`src/rtl/fproc_arbiter_pkg.sv`:
```
// Shared types and helpers for the fproc round-robin arbiter.
// Grant indices are sized for the largest supported core count.
package fproc_arb_pkg;

   localparam int unsigned MAX_CORES   = 16;
   localparam int unsigned GRANT_IDX_W = $clog2(MAX_CORES);

   typedef enum logic [1:0] {
      ST_IDLE = 2'd0,
      ST_WAIT = 2'd1,
      ST_RESP = 2'd2
   } arb_state_e;

   // Index reached by stepping 'step' places past 'base', wrapping modulo n.
   function automatic logic [GRANT_IDX_W-1:0] rr_next(
      input logic [GRANT_IDX_W-1:0] base,
      input int unsigned            step,
      input int unsigned            n
   );
      int unsigned sum;
      sum = (32'(base) + step) % n;
      return sum[GRANT_IDX_W-1:0];
   endfunction

endpackage

```
`src/rtl/fproc_arbiter_rr_arbiter.sv`:
```
// Combinational round-robin pick: the first requesting index after i_last_grant,
// wrapping modulo N_CORES.
module rr_arbiter
   import fproc_arb_pkg::*;
#(
   parameter int unsigned N_CORES = 4
)(
   input  logic [N_CORES-1:0]     i_req,
   input  logic [GRANT_IDX_W-1:0] i_last_grant,
   output logic [GRANT_IDX_W-1:0] o_grant,
   output logic                   o_valid
);

   logic [GRANT_IDX_W-1:0] w_cand;

   always_comb begin
      o_grant = '0;
      o_valid = 1'b0;
      w_cand  = '0;
      for (int unsigned k = 1; k <= N_CORES; k++) begin
         w_cand = rr_next(i_last_grant, k, N_CORES);
         for (int unsigned i = 0; i < N_CORES; i++) begin
            if (!o_valid && i_req[i] && (w_cand == GRANT_IDX_W'(i))) begin
               o_valid = 1'b1;
               o_grant = w_cand;
            end
         end
      end
   end

endmodule

```
`src/rtl/fproc_arbiter.sv`:
```
// Shares one fproc port between N_CORES cores with round-robin grants.
// Optional WAIT timeout enabled by defining FPROC_ARB_TIMEOUT_EN.
module fproc_arbiter
   import fproc_arb_pkg::*;
#(
   parameter int unsigned N_CORES            = 4,
   parameter int unsigned FPROC_ID_WIDTH     = 8,
   parameter int unsigned FPROC_RESULT_WIDTH = 32,
   parameter int unsigned TIMEOUT_CYCLES     = 1024
)(
   input  logic                               clk,
   input  logic                               reset,
   input  logic [N_CORES-1:0]                 core_enable,
   input  logic [N_CORES*FPROC_ID_WIDTH-1:0]  core_id,
   output logic [N_CORES-1:0]                 core_ready,
   output logic [FPROC_RESULT_WIDTH-1:0]      core_data,
   output logic                               fp_enable,
   output logic [FPROC_ID_WIDTH-1:0]          fp_id,
   input  logic                               fp_ready,
   input  logic [FPROC_RESULT_WIDTH-1:0]      fp_data,
   output logic                               err_overflow,
   output logic                               err_timeout
);

   if (N_CORES < 2 || N_CORES > MAX_CORES || TIMEOUT_CYCLES < 1) begin : g_cfg_check
      $error("fproc_arbiter: unsupported parameter configuration");
   end

   arb_state_e                r_state, w_state_nxt;
   logic [N_CORES-1:0]        r_pending, w_pending_nxt;
   logic [FPROC_ID_WIDTH-1:0] r_id_q [N_CORES];
   logic [GRANT_IDX_W-1:0]    r_last_grant;
   logic [GRANT_IDX_W-1:0]    w_grant;
   logic                      w_grant_valid;
   logic                      w_do_grant;
   logic                      w_resp_ok;
   logic                      w_tmo_fire;
   logic [N_CORES-1:0]        w_cur_oh, w_new_oh, w_busy, w_accept, w_drop;
   logic [FPROC_ID_WIDTH-1:0] w_grant_id;

   logic [N_CORES-1:0]            r_core_ready;
   logic [FPROC_RESULT_WIDTH-1:0] r_core_data;
   logic                          r_fp_enable;
   logic [FPROC_ID_WIDTH-1:0]     r_fp_id;
   logic                          r_err_overflow;

   rr_arbiter #(
      .N_CORES (N_CORES)
   ) u_rr (
      .i_req        (r_pending),
      .i_last_grant (r_last_grant),
      .o_grant      (w_grant),
      .o_valid      (w_grant_valid)
   );

   assign w_do_grant = (r_state == ST_IDLE) && w_grant_valid;
   // The first WAIT cycle is the fp_enable cycle; fp_ready there is not a response.
   assign w_resp_ok  = (r_state == ST_WAIT) && !r_fp_enable && fp_ready;

   always_comb begin
      w_grant_id = '0;
      for (int unsigned i = 0; i < N_CORES; i++) begin
         w_cur_oh[i] = (GRANT_IDX_W'(i) == r_last_grant);
         w_new_oh[i] = (GRANT_IDX_W'(i) == w_grant);
         if (w_new_oh[i]) begin
            w_grant_id = r_id_q[i];
         end
      end
      // A core still waiting on its response cannot queue another request.
      w_busy        = (r_state == ST_WAIT) ? w_cur_oh : '0;
      w_drop        = core_enable & (r_pending | w_busy);
      w_accept      = core_enable & ~(r_pending | w_busy);
      w_pending_nxt = (r_pending & ~(w_do_grant ? w_new_oh : '0)) | w_accept;
   end

   always_ff @(posedge clk) begin
      if (!reset) begin
         r_state <= ST_IDLE;
      end else begin
         r_state <= w_state_nxt;
      end
   end

   always_comb begin
      w_state_nxt = r_state;
      case (r_state)
         ST_IDLE: if (w_grant_valid) w_state_nxt = ST_WAIT;
         ST_WAIT: if (w_resp_ok || w_tmo_fire) w_state_nxt = ST_RESP;
         ST_RESP: w_state_nxt = ST_IDLE;
         default: w_state_nxt = ST_IDLE;
      endcase
   end

   always_ff @(posedge clk) begin
      if (!reset) begin
         r_pending      <= '0;
         r_last_grant   <= GRANT_IDX_W'(N_CORES - 1);
         r_core_ready   <= '0;
         r_core_data    <= '0;
         r_fp_enable    <= 1'b0;
         r_fp_id        <= '0;
         r_err_overflow <= 1'b0;
         for (int unsigned i = 0; i < N_CORES; i++) begin
            r_id_q[i] <= '0;
         end
      end else begin
         r_pending    <= w_pending_nxt;
         r_fp_enable  <= 1'b0;
         r_core_ready <= '0;
         for (int unsigned i = 0; i < N_CORES; i++) begin
            if (w_accept[i]) begin
               r_id_q[i] <= core_id[i*FPROC_ID_WIDTH +: FPROC_ID_WIDTH];
            end
         end
         if (|w_drop) begin
            r_err_overflow <= 1'b1;
         end
         if (w_do_grant) begin
            r_fp_enable  <= 1'b1;
            r_fp_id      <= w_grant_id;
            r_last_grant <= w_grant;
         end
         if (w_resp_ok || w_tmo_fire) begin
            r_core_ready <= w_cur_oh;
            r_core_data  <= w_resp_ok ? fp_data : '0;
         end
      end
   end

`ifdef FPROC_ARB_TIMEOUT_EN
   localparam int unsigned CNT_W = $clog2(TIMEOUT_CYCLES + 1);

   logic [CNT_W-1:0] r_wait_cnt;
   logic             r_err_timeout;

   // The count is 0 in the fp_enable cycle, so the response lands TIMEOUT_CYCLES after WAIT entry.
   assign w_tmo_fire = (r_state == ST_WAIT) && !w_resp_ok &&
                       (r_wait_cnt == CNT_W'(TIMEOUT_CYCLES - 1));

   always_ff @(posedge clk) begin
      if (!reset) begin
         r_wait_cnt    <= '0;
         r_err_timeout <= 1'b0;
      end else begin
         if (w_do_grant) begin
            r_wait_cnt <= '0;
         end else if (r_state == ST_WAIT) begin
            r_wait_cnt <= r_wait_cnt + CNT_W'(1);
         end
         if (w_tmo_fire) begin
            r_err_timeout <= 1'b1;
         end
      end
   end

   assign err_timeout = r_err_timeout;
`else
   assign w_tmo_fire  = 1'b0;
   assign err_timeout = 1'b0;
`endif

   assign core_ready   = r_core_ready;
   assign core_data    = r_core_data;
   assign fp_enable    = r_fp_enable;
   assign fp_id        = r_fp_id;
   assign err_overflow = r_err_overflow;

endmodule
```
`config.mk`:
```
export PLATFORM = sky130hd
export DESIGN_NAME = fproc_arbiter
export DESIGN_NICKNAME = d
export VERILOG_FILES = /design/src/rtl/fproc_arbiter_pkg.sv /design/src/rtl/fproc_arbiter_rr_arbiter.sv /design/src/rtl/fproc_arbiter.sv
export SDC_FILE = /design/constraint.sdc
export NUM_CORES = 1
export LEC_CHECK = 0
export CAP_MARGIN = 20
export CORE_MARGIN = 4
export CORE_UTILIZATION = 55
export CTS_CLUSTER_SIZE = 14
export DETAILED_ROUTE_END_ITERATION = 6
export DONT_BUFFER_PORTS = 1
export GPL_TIMING_DRIVEN = 0
export PLACE_DENSITY_LB_ADDON = 0.1
export SLEW_MARGIN = 20
export SYNTH_ARGS = -nofsm -noshare
export SYNTH_HDL_FRONTEND = slang
export SYNTH_SLANG_ARGS = --single-unit
```
`constraint.sdc`:
```
create_clock -name clk -period 3.3 [get_ports clk]
set_input_delay 0.66 -clock clk [delete_from_list [all_inputs] [get_ports clk]]
set_output_delay 0.66 -clock clk [all_outputs]
set_load 0.01 [all_outputs]
```
==> summary.txt, run 1 <==
Status
  • Status: finished clean

Worst setup path
  • Slowest-stage cell, CP: dfxtp_1
  • CP Cell Sequence: buf_2, inv_1, ha_1, a22o_1, nor2_1, nand2_1, o31ai_1, clkbuf_2, and2_1, a221o_1, o21a_1
  • CP peak stage delay: 450 ps
  • CP delay by family, top: compound AO/OA/AOI/OAI gates
  • Kind of critical path: reg2reg
  • CP bufs+invs: 3
  • CP Capture Type: flop
  • Worst r2r src: r_last_grant[0]
  • R2R Setup Slk: 240 ps
  • Reg2reg end: fp_id[4]
  • Setup crit start kind: flop
  • CP arrival: 3360 ps
  • CP Max Fanout: 10
  • Critical Path RT: 3600 ps
  • Cells on worst reg2reg path: 11

Floorplanning
  • Core ar.: 0.006794 mm^2
  • Initial cell density of the core: 0.5656
  • # IOs: 118
  • DIE AREA: 0.008388 mm^2
  • DIE WIDTH: 91.59 um
  • Die Y: 91.59 um
  • Num rows: 30

Clock network
  • CTS Root Cell: clkbuf_8
  • Worst-Skew Late Latency: 350 ps
  • Clock tree buffer depth: 2
  • CTS hold repair buffers: 0
  • CTS clk-pin slew, worst paths: 90 ps
  • Setup Buffers After CTS: 0
  • Clk sink count: 86
  • Inserted Clock Buffers: 9
  • H-tree levels: 3
  • CTS tree: yes

STA
  • Final Critical Period: 3060 ps
  • Final Skew: 10.57 ps
  • Setup total negative slack: 0 ps
  • FMAX: 0.3268 GHz
  • Final Hold Viols: 0
  • Final-report max-slew violation count: 0
  • Least-Margin Pin Slew: 518.0 ps
  • Unrepaired setup endpoints after global routing: false
  • Slew margin rel.: 0.6540
  • # setup viols final: 0
  • Period utilisation layout: 0.9274

Global routing
  • GRT overflow: 0
  • Initial antenna violation count: 0
  • Largest net degree at the start of global routing: 16
  • Tot GR Track Use: 0.1936
  • Global-route wire length before repair: 12.68 mm
  • Vias in the first global route: 2562

Route
  • Via/cell ratio: 5.508
  • Pre-Repair DR Iteration Count: 4
  • Vias post-DR: 2677
  • Post-DRT Antenna Nets: 0
  • Initial DRC count: 111
  • WL per Instance: 16.27 um
  • Drt total wl: 7.908 mm
  • Drc violations: 0

Yosys
  • Synthesized instance count: 374
  • FFs w/ async S/R, synth: 0
  • Number of synthesized flops with an enable pin: 32
  • Synthesized area: 0.003842 mm^2
  • Register area share after synthesis: 0.5314
  • Syn avg cell area: 10.27 um^2
  • Synth Net Count: 453
  • Seq cells post-synth: 86
  • Netlist cell types: 52
  • Ys flop type: dfxtp_1
  • YS warnings: 0

Cells and area
  • ANT cells: 0
  • Synth-to-layout area growth: 8.010%
  • Most common cell after layout, fill and taps aside: nand2_1
  • Share of cells above drive strength 1: 0.09744
  • Commonest cells after routing, fill and taps aside: nand2_1, dfxtp_1, and2_1
  • Final net count: 464
  • Number of fill cells in the layout: 568

Place
  • Post-DP HPWL: 6.101 mm
  • GP Congestion: 0.8524
  • IO buf count: 0

Flow run
  • Max_cap viols: 0

Power and ir drop
  • Tot Pwr: 3.573 mW
  • Static leakage: 1.557 nW
  • Cell area power density: 860.9 mW/mm^2
  • Worst ir drop on vdd: 0.3932 mV

Worst hold path
  • Worst hold start: fp_data[26]
  • Hold WC Path Type: in2reg
  • Worst Hold Path Cells: 2
  • Hold Path Sink: core_data[26]
[through the flow]
step           cell area [um^2]  instances  setup WS, ps  hold WS (ps)  utilization
2_1_floorplan              3842        374         668.7         478.0            -
3_3_place_gp               3963        470         162.0         496.5       0.5832
3_5_place_dp               3963        470         171.7         504.5       0.5832
4_1_cts                    4138        486         131.6         430.7       0.6090
5_1_grt                    4150        486         3.741         424.5       0.6109
6_report                   4150        486         239.6         440.3       0.6109
[layer usage]
layer	global-route usage	share of wire	vias to the layer above
li1	-	-	1324
met1	0.2296	0.41	1249
met2	0.3189	0.49	96
met3	0.06959	0.083	8
met4	0.07538	0.015	0
met5	0	0	-
[sequential cells by signal, summed over array words and instances, names as in the netlist]
| name | count |
|---|---|
| core_data | 32 |
| core_ready | 4 |
| err_overflow | 1 |
| fp_enable | 1 |
| fp_id | 8 |
| r_id_q | 32 |
| r_last_grant | 2 |
| r_pending | 4 |
| r_state | 2 |
[power by group]
group | internal (mW) | switching (mW)
registers | 1.32 | 0.185
logic | 0.580 | 0.839
clock network | 0.277 | 0.373
[synthesized netlist by cell type, drive strengths merged, types with 3 or more instances]
master / count / area (um^2)
a21boi: 39 / 292.8
a21oi: 7 / 35.03
a221o: 5 / 50.05
a22o: 4 / 45.05
a22oi: 4 / 50.05
and2: 39 / 244.0
and3: 9 / 61.31
buf: 4 / 31.27
clkbuf: 16 / 60.06
dfxtp: 54 / 1081
edfxtp: 32 / 960.9
ha: 8 / 100.1
inv: 6 / 22.52
mux2i: 6 / 60.06
nand2: 86 / 330.3
nor2: 11 / 51.30
nor3: 3 / 20.02
o21a: 4 / 30.03
o21ai: 5 / 25.02
o31ai: 4 / 30.03
[final cells by class]
class | instances | area (um^2) | share of cell area
Tap cell | 96 | 120.1 | 0.02894
Clock inverter | 6 | 47.55 | 0.01146
Sequential cell | 86 | 2042 | 0.4920
Multi-Input combinational cell | 262 | 1698 | 0.4091
Clock buffer | 10 | 127.6 | 0.03075
Inverter | 6 | 22.52 | 0.005427
Buffer | 20 | 92.59 | 0.02231
[cells by family after synthesis]
kind of cell,count (synthesis),synth area share
flops,86,0.5314
fa+ha+maj,8,0.02605
mux,8,0.02149
buf+inv,26,0.02963
other cells,1,0.0009759
simple gates,156,0.1977
compound gates,88,0.1885
xor+xnor,1,0.004234
[worst max path at each step]
stage | cells after the start | end | slack, ps | from
after global placement | 11 | fp_id[4] | 160 | r_last_grant[0]
final | 11 | fp_id[4] | 240 | r_last_grant[0]
after detailed placement | 11 | fp_id[4] | 170 | r_last_grant[0]
after floorplan | 11 | fp_id[0] | 670 | r_last_grant[0]
after global routing | 11 | fp_id[3] | 4 | r_last_grant[0]
after CTS | 11 | fp_id[4] | 130 | r_last_grant[0]
[what timing repair did]
action                                  4_1_cts  5_1_grt
endpoints found under the setup margin        0        8
resized for setup                             0        3
hold endpoints to repair                      0        0
(Power assumes the default switching activity.)
==> run 2, diff against run 1 <==
- CAP_MARGIN: 20 -> not set
- CORE_UTILIZATION: 55 -> 50
==> run 2 against run 1 <==
Net effect: core utilization decreased by 3.8 points; setup slack improved by 44 ps; critical endpoint is now fp_id[0]; clock power increased by 29%; first-iteration DRC count decreased by 1.8%; non-clock buffer count unchanged; largest power group unchanged.
==> summary.txt, run 2 (same netlist as run 1, synthesis figures left out) <==
Worst setup path
  • CP Capture Type: flop (unchanged)
  • Critical Path RT: 3590 ps (was 3600 ps)
  • Cells on worst reg2reg path: 11 (unchanged)
  • CP Max Fanout: 8 (was 10)
  • Kind of critical path: reg2reg (unchanged)
  • CP arrival: 3310 ps (was 3360 ps)
  • Setup crit start kind: flop (unchanged)

Cells and area
  • Final non-filler cell total: 489 (was 486)
  • Final net count: 464 (unchanged)
  • Number of fill cells in the layout: 655 (was 568)
  • Most common cell after layout, fill and taps aside: nand2_1 (unchanged)
  • Synth-to-layout area growth: 9.801% (was 8.010%)
  • Share of cells above drive strength 1: 0.1026 (was 0.09744)
  • ANT cells: 0 (unchanged)
  • Commonest cells after routing, fill and taps aside: nand2_1, dfxtp_1, and2_1 (unchanged)
  • Multi-input gate area: 0.001703 mm^2 (was 0.001698 mm^2)
  • Register Area: 0.002042 mm^2 (unchanged)
  • Design area: 0.004219 mm^2 (was 0.004150 mm^2)

Worst hold path
  • Hold WC Path Type: in2reg (unchanged)
  • Worst Hold Path Cells: 2 (unchanged)

Clock network
  • Clk sink count: 86 (unchanged)
  • CTS clk-pin slew, worst paths: 90 ps (about the same)
  • CTS tree: yes (unchanged)
  • H-tree levels: 3 (unchanged)
  • Setup Buffers After CTS: 0 (unchanged)
  • Clock tree buffer depth: 2 (unchanged)
  • Worst-Skew Late Latency: 350 ps (about the same)
  • CTS Root Cell: clkbuf_8 (unchanged)
  • Inserted Clock Buffers: 9 (unchanged)

Place
  • Post-DP HPWL: 6.440 mm (was 6.101 mm)
  • Cells after DPL: 473 (was 470)
  • GP Congestion: 0.7642 (was 0.8524)
  • IO buf count: 0 (unchanged)
  • Placed cell area: 0.003966 mm^2 (was 0.003963 mm^2)

Power and ir drop
  • Cell Int Power: 2.350 mW (was 2.176 mW)
  • Gate power share: 0.378 (was 0.397)
  • Cell area power density: 894.2 mW/mm^2 (was 860.9 mW/mm^2)
  • Worst ir drop on vdd: 0.3703 mV (was 0.3932 mV)
  • Tot Pwr: 3.773 mW (was 3.573 mW)
  • Clock network power share: 0.222 (was 0.182)
  • Static leakage: 1.603 nW (was 1.557 nW)
  • Sw Pwr: 1.422 mW (was 1.397 mW)
  • Reg power frac: 0.399 (was 0.421)
  • Sw frac: 0.3771 (was 0.3911)

STA
  • Final Critical Period: 3016 ps (was 3060 ps)
  • Final-report max-slew violation count: 0 (unchanged)
  • Hold Slack: 440.6 ps (was 440.3 ps)
  • Period utilisation layout: 0.9140 (was 0.9274)
  • # setup viols final: 0 (unchanged)
  • Least-Margin Pin Slew: 520.8 ps (was 518.0 ps)
  • Setup total negative slack: 0 ps (unchanged)
  • Final Hold Viols: 0 (unchanged)
  • Unrepaired setup endpoints after global routing: false (unchanged)
  • Final Skew: 12.10 ps (was 10.57 ps)
  • Slew margin rel.: 0.6528 (was 0.6540)
  • FMAX: 0.3315 GHz (was 0.3268 GHz)

Global routing
  • Tot GR Track Use: 0.1856 (was 0.1936)
  • Initial antenna violation count: 0 (unchanged)
  • GRT overflow: 0 (unchanged)
  • Vias in the first global route: 2632 (was 2562)
  • Largest net degree at the start of global routing: 16 (unchanged)
  • Global-route wire length before repair: 12.98 mm (was 12.68 mm)

Route
  • Drc violations: 0 (unchanged)
  • Pre-Repair DR Iteration Count: 4 (unchanged)
  • Vias post-DR: 2649 (was 2677)
  • Drt total wl: 8.315 mm (was 7.908 mm)
  • Post-DRT Antenna Nets: 0 (unchanged)
  • Via/cell ratio: 5.417 (was 5.508)
  • Initial DRC count: 109 (was 111)
  • WL per Instance: 17.00 um (was 16.27 um)

Floorplanning
  • Core ar.: 0.007370 mm^2 (was 0.006794 mm^2)
  • DIE WIDTH: 95.67 um (was 91.59 um)
  • # IOs: 118 (unchanged)
  • Num rows: 31 (was 30)
  • DIE AREA: 0.009152 mm^2 (was 0.008388 mm^2)
  • Initial cell density of the core: 0.5214 (was 0.5656)
  • Die Y: 95.67 um (was 91.59 um)

Flow run
  • Max_cap viols: 0 (unchanged)

Status
  • Status: finished clean (unchanged)
## run 2: layout make-up
cell class,instances,area share
sequential,86,0.4840
multi-input combinational,262,0.4036
clock buffer,12,0.04181
tap,99,0.02936
buffer,20,0.02195
clock inverter,4,0.01394
inverter,6,0.005338
## run 2: power by group through the flow
stage	registers, mW	logic [mW]	clock network [mW]
final	1.51	1.43	0.838
after floorplan	1.48	1.12	0
after detailed placement	1.54	1.40	0
after global placement	1.53	1.38	0
after global routing	1.54	1.59	0.894
after CTS	1.51	1.41	0.854
## run 2: metrics by stage
step	setup WS, ps	utilization
2_1_floorplan	668.7	-
3_3_place_gp	158.3	0.5382
3_5_place_dp	154.4	0.5382
4_1_cts	93.71	0.5701
5_1_grt	85.11	0.5725
6_report	283.8	0.5725
## run 2: what timing repair did
action	4_1_cts	5_1_grt
resized for setup	0	4
hold buffers	0	0
endpoints found under the hold margin	0	0
setup endpoints to repair	0	10
## run 2: final timing paths
path	startpoint	endpoint	slack, ps
worst max register to register	r_last_grant[0]	fp_id[0]	280
worst max-delay path	r_last_grant[0]	fp_id[0]	280
worst min register to register	core_data[31]	core_data[31]	520
worst min-delay path	fp_data[22]	core_data[22]	440
## run 2: per-layer routing
layer / GRT usage / vias to the layer above / share of wire
met5: 0 / - / 0
met4: 0.06043 / 0 / 0.011
met3: 0.04893 / 9 / 0.074
met2: 0.3138 / 78 / 0.49
met1: 0.2299 / 1239 / 0.42
li1: - / 1323 / -
## run 2: critical path, stage by stage (launching register included)
cell and delay [ps]:
dfxtp_1 430, buf_2 260, inv_1 160, ha_1 270, a22o_2 310, or2_1 220, a2111oi_2 460, a221o_1 200
buf_6 140, and3_4 230, a221o_1 150, o21a_1 100
==> run 3, diff against run 2 <==
- ABC_CLOCK_PERIOD_IN_PS: not set -> 3300
==> results of run 3 <==
No change in the layout: final DEF, timing and power equal those of run 2.
